[config.mk]
export PLATFORM = sky130hd
export DESIGN_NAME = row_ptr_times_gen
export DESIGN_NICKNAME = d
export VERILOG_FILES = /design/src/rtl/row_ptr_times_gen.sv
export SDC_FILE = /design/constraint.sdc
export NUM_CORES = 1
export LEC_CHECK = 0
export CORE_ASPECT_RATIO = 0.6
export CORE_MARGIN = 2
export CORE_UTILIZATION = 40
export DETAILED_ROUTE_END_ITERATION = 12
export GPL_ROUTABILITY_DRIVEN = 1
export GPL_TIMING_DRIVEN = 0
export PLACE_DENSITY_LB_ADDON = 0.12
export SYNTH_ARGS = -nofsm -noshare
export SYNTH_HDL_FRONTEND = slang
export SYNTH_SLANG_ARGS = --single-unit
export TNS_END_PERCENT = 1
[constraint.sdc]
create_clock -name clk -period 4.4 [get_ports clk]
set_clock_uncertainty 0.05 [all_clocks]
set_input_delay 0.66 -clock clk [delete_from_list [all_inputs] [get_ports clk]]
set_output_delay 0.66 -clock clk [all_outputs]
set_load 0.03 [all_outputs]
[src/rtl/row_ptr_times_gen.sv]
// CSR row-pointer to per-row non-zero count converter feeding the dot-product TIMES input.
// One registered output stage; reports rows emitted, matrix completion and non-monotonic pointers.
module row_ptr_times_gen #(
  parameter int PTR_W = 32,
  parameter int CNT_W = 32
) (
  input  logic             clk,
  input  logic             rst,
  input  logic [PTR_W-1:0] S_AXIS_PTR_tdata,
  input  logic             S_AXIS_PTR_tvalid,
  output logic             S_AXIS_PTR_tready,
  input  logic             S_AXIS_PTR_tlast,
  output logic [PTR_W-1:0] M_AXIS_TIMES_tdata,
  output logic             M_AXIS_TIMES_tvalid,
  input  logic             M_AXIS_TIMES_tready,
  output logic [CNT_W-1:0] rows_emitted,
  output logic             done,
  output logic             err_nonmono
);

  localparam logic [1:0] ST_FIRST = 2'd0;
  localparam logic [1:0] ST_RUN   = 2'd1;
  localparam logic [1:0] ST_FLUSH = 2'd2;

  logic [1:0]       state_r;
  logic [PTR_W-1:0] prev_r;
  logic [PTR_W-1:0] times_data_r;
  logic             times_valid_r;
  logic             done_r;
  logic             err_r;
  logic [CNT_W-1:0] rows_r;

  logic             ptr_ready_s;
  logic             ptr_accept_s;
  logic             times_xfer_s;

  // A pointer that steps backwards yields an empty row rather than a wrapped huge count.
  function automatic logic [PTR_W-1:0] row_times(input logic [PTR_W-1:0] cur,
                                                 input logic [PTR_W-1:0] base);
    if (cur < base) begin
      row_times = {PTR_W{1'b0}};
    end else begin
      row_times = cur - base;
    end
  endfunction

  // Input handshake: ready depends on FSM state and output-register occupancy.
  always_comb begin
    ptr_ready_s = 1'b0;
    if (rst) begin
      ptr_ready_s = 1'b0;
    end else begin
      case (state_r)
        ST_FIRST: ptr_ready_s = 1'b1;
        ST_RUN:   ptr_ready_s = ~times_valid_r | M_AXIS_TIMES_tready;
        ST_FLUSH: ptr_ready_s = 1'b0;
        default:  ptr_ready_s = 1'b0;
      endcase
    end
  end

  assign ptr_accept_s = S_AXIS_PTR_tvalid & ptr_ready_s;
  assign times_xfer_s = times_valid_r & M_AXIS_TIMES_tready;

  // FSM, output register, row counter and status flags.
  always_ff @(posedge clk or posedge rst) begin
    if (rst) begin
      state_r       <= ST_FIRST;
      prev_r        <= {PTR_W{1'b0}};
      times_data_r  <= {PTR_W{1'b0}};
      times_valid_r <= 1'b0;
      done_r        <= 1'b0;
      err_r         <= 1'b0;
      rows_r        <= {CNT_W{1'b0}};
    end else begin
      done_r <= 1'b0;
      if (times_xfer_s) begin
        rows_r <= rows_r + {{(CNT_W-1){1'b0}}, 1'b1};
      end
      case (state_r)
        ST_FIRST: begin
          if (ptr_accept_s) begin
            prev_r <= S_AXIS_PTR_tdata;
            rows_r <= {CNT_W{1'b0}};
            if (S_AXIS_PTR_tlast) begin
              done_r <= 1'b1;
            end else begin
              state_r <= ST_RUN;
            end
          end
        end
        ST_RUN: begin
          if (ptr_accept_s) begin
            times_data_r  <= row_times(S_AXIS_PTR_tdata, prev_r);
            times_valid_r <= 1'b1;
            prev_r        <= S_AXIS_PTR_tdata;
            if (S_AXIS_PTR_tdata < prev_r) begin
              err_r <= 1'b1;
            end
            if (S_AXIS_PTR_tlast) begin
              state_r <= ST_FLUSH;
            end
          end else if (times_xfer_s) begin
            times_valid_r <= 1'b0;
          end
        end
        ST_FLUSH: begin
          if (times_xfer_s) begin
            times_valid_r <= 1'b0;
            done_r        <= 1'b1;
            state_r       <= ST_FIRST;
          end
        end
        default: begin
          times_valid_r <= 1'b0;
          state_r       <= ST_FIRST;
        end
      endcase
    end
  end

  assign S_AXIS_PTR_tready   = ptr_ready_s;
  assign M_AXIS_TIMES_tdata  = times_data_r;
  assign M_AXIS_TIMES_tvalid = times_valid_r;
  assign rows_emitted        = rows_r;
  assign done                = done_r;
  assign err_nonmono         = err_r;

endmodule

==> impl_metrics.env <==
export IMPL_drive_above_1_share=0.0429
export IMPL_synthTopCellsByArea="dfrtp_1 43%, ha_1 7.9%, nand2_1 5.8%"
export IMPL_drt_first_pass_iters=5
export IMPL_synth_area_sq_um=5880
export IMPL_yosysSeqAreaShare=0.430
export IMPL_port_buffer_count=104
export IMPL_dpl_hpwl_microns=11800
export IMPL_cts_made_buffers=9
export IMPL_die_h_microns=97.9
export IMPL_ys_top_cells_by_count="101 x dfrtp_1, 91 x nand2_1, 55 x nor2_1, 51 x o21ai_0, 46 x inv_1"
export IMPL_drtIter0Drc=312
export IMPL_start_util=0.408
export IMPL_setup_tns_final_ns=0
export IMPL_crit_fanout=10
export IMPL_rsz0062_at_grt="false"
export IMPL_finalHoldViolations=0
export IMPL_rows=34
export IMPL_crit_start="S_AXIS_PTR_tdata[0]"
export IMPL_yosys_warnings=0
export IMPL_clock_path_buffers=2
export IMPL_grt_pass1_wl_microns=25400
export IMPL_fin_nets=840
export IMPL_slew_viol_final=0
export IMPL_syn_nets=724
export IMPL_utilization=0.521
export IMPL_yosysMostFrequentCell="dfrtp_1"
export IMPL_synth_cell_type_count=52
export IMPL_routed_wl_microns=15600
export IMPL_synth_top_cell_area_share=0.430
export IMPL_setup_slack_ns=0.445
export IMPL_numClockSinks=101
export IMPL_syn_instance_count=649
export IMPL_hold_buffers=0
export IMPL_max_cap_violations=0
export IMPL_cts_tree="built"
export IMPL_avgRoutedWirePerCell_microns=16.1
export IMPL_ys_async_sr_fraction=1.00
export IMPL_htreeDepth=3
export IMPL_clkLatencyLatePin_ns=0.35
export IMPL_ant_nets=0
export IMPL_cts_resized=0
export IMPL_dp_slack_ns=0.160
export IMPL_fill_cells=1334
export IMPL_vias=5080
export IMPL_grt_pass1_vias=4871
export IMPL_cp_data_arrival_time_ns=4.19
export IMPL_ys_seq_elements=101
export IMPL_syn_to_final_growth_pct=27.8
export IMPL_antenna_found_initial=0
export IMPL_final_setup_viol_count=0
export IMPL_power_density_nw_per_um2=651
export IMPL_whs_ns=0.425
export IMPL_seqCellArea_sq_um=2530
export IMPL_multi_input_area_sq_um=3090
export IMPL_critical_path_class="in2reg"
export IMPL_cp_end_kind="flip-flop"
export IMPL_grt_max_degree=58
export IMPL_cts_setup_buffers=0
export IMPL_worstMarginPinSlew_ns=0.700
export IMPL_place_gp_congestion=0.922
export IMPL_relSlewSlack=0.533
export IMPL_synth_top_area_cell="dfrtp_1"
export IMPL_diodes=0
export IMPL_min_from="err_nonmono"
export IMPL_grt_usage=0.202
export IMPL_outcome="finished, final reports clean"
export IMPL_io_pins=105
export IMPL_cts_root_buf="clkbuf_16"
export IMPL_vdd_drop_max_v=0.000319
export IMPL_p_leak_nw=3.32
export IMPL_required_ns=4.64
export IMPL_hold_class="reg2reg"
export IMPL_r2r_start="prev_r[0]"
export IMPL_path_clk_slew_ns=0.07
export IMPL_total_power_mw=4.89
export IMPL_min_period_ns=3.95
export IMPL_critPathLaunchType="primary input"
export IMPL_coreArea_sq_um=14400
export IMPL_route_detailed_drc=0
export IMPL_max_freq_ghz=0.253
export IMPL_postSynthAreaPerCell_sq_um=9.06
export IMPL_die_area_sq_um=15700
export IMPL_viasPerCell=5.25
export IMPL_post_route_period_util=0.899
export IMPL_die_w_microns=161
export IMPL_grt_ovfl_total=0
export IMPL_synth_edff_count=0
export IMPL_ys_flop_type="dfrtp_1"
cell families after synthesis:
kind of cell               count (synthesis)  synth area share
and+or+nand+nor                          218             0.169
xor gates and xnor gates                  57            0.0849
muxes                                      2           0.00383
AOI/OAI and AO/OA                        164             0.186
DFF                                      101             0.430
buffers and inverters                     69            0.0447
adders and majority gates                 38            0.0821
stage by stage:
| stage | std cells | area, sq um |
|---|---|---|
| 3_5_place_dp | 952 | 7200 |
| 4_1_cts | 967 | 7510 |
| 2_1_floorplan | 649 | 5880 |
| 3_3_place_gp | 951 | 7170 |
| 6_report | 967 | 7510 |
| 5_1_grt | 967 | 7510 |
worst paths after layout:
path                                               end  slack (ns)  cells past startpoint
worst max register to register  M_AXIS_TIMES_tdata[24]        0.91                     12
worst min-delay path                       err_nonmono        0.43                      1
max in group asynchronous       M_AXIS_TIMES_tdata[19]        2.89                      3
worst min register to register             err_nonmono        0.43                      1
worst max-delay path            M_AXIS_TIMES_tdata[24]        0.45                     14
min in group asynchronous              rows_emitted[4]        0.73                      2
registers in the layout (all words and copies together), names as in the netlist:
register             flops
M_AXIS_TIMES_tdata      32
M_AXIS_TIMES_tvalid      1
done                     1
err_nonmono              1
prev_r                  32
rows_emitted            32
state_r                  2
cells in the final DEF, fill, tap and decap left out, types with 7 or more instances in the layout:
cell,n
a21o_1,12
a21oi_1,35
a22o_1,13
and2_1,7
and3_1,8
clkbuf_1,21
clkbuf_16,9
clkdlybuf4s50_1,104
dfrtp_1,101
ha_1,37
inv_1,45
nand2_1,91
nand2b_1,10
nand3_1,19
nand4_1,7
nor2_1,55
o21ai_0,51
o31ai_1,19
xnor2_1,24
xor2_1,33
critical path, cell delays in order:
cell and delay (ns):
clkdlybuf4s50_1 0.47, inv_1 0.05, ha_1 0.23, fa_1 0.42
nand2b_1 0.20, a21oi_2 0.22, nor4_2 0.10, o31ai_4 0.37
a2111oi_4 0.17, nor3_2 0.26, o21ai_1 0.14, nor2_1 0.35
buf_2 0.36, a22o_1 0.18
metal layers:
layer	up-vias	global-route usage	wire length, microns	part of all wire
li1	2462	-	-	-
met2	145	0.273	6160	0.40
met3	7	0.0501	964	0.062
met4	0	0.0423	81	0.0052
met1	2466	0.322	8370	0.54
met5	-	0	0	0
layout make-up:
type	instances	area share
Timing Repair Buffer	105	0.142
Sequential cell	101	0.336
Clock buffer	11	0.0323
Buffer	23	0.0120
Clock inverter	4	0.00966
Inverter	46	0.0233
Multi-Input combinational cell	479	0.411
Tap cell	198	0.0330
report_power, final:
group	switching, mW	internal (mW)	leakage (nW)
registers	0.139	1.21	1.33
logic	1.62	1.07	1.84
clock network	0.345	0.510	0.152
(Power assumes the default switching activity.)
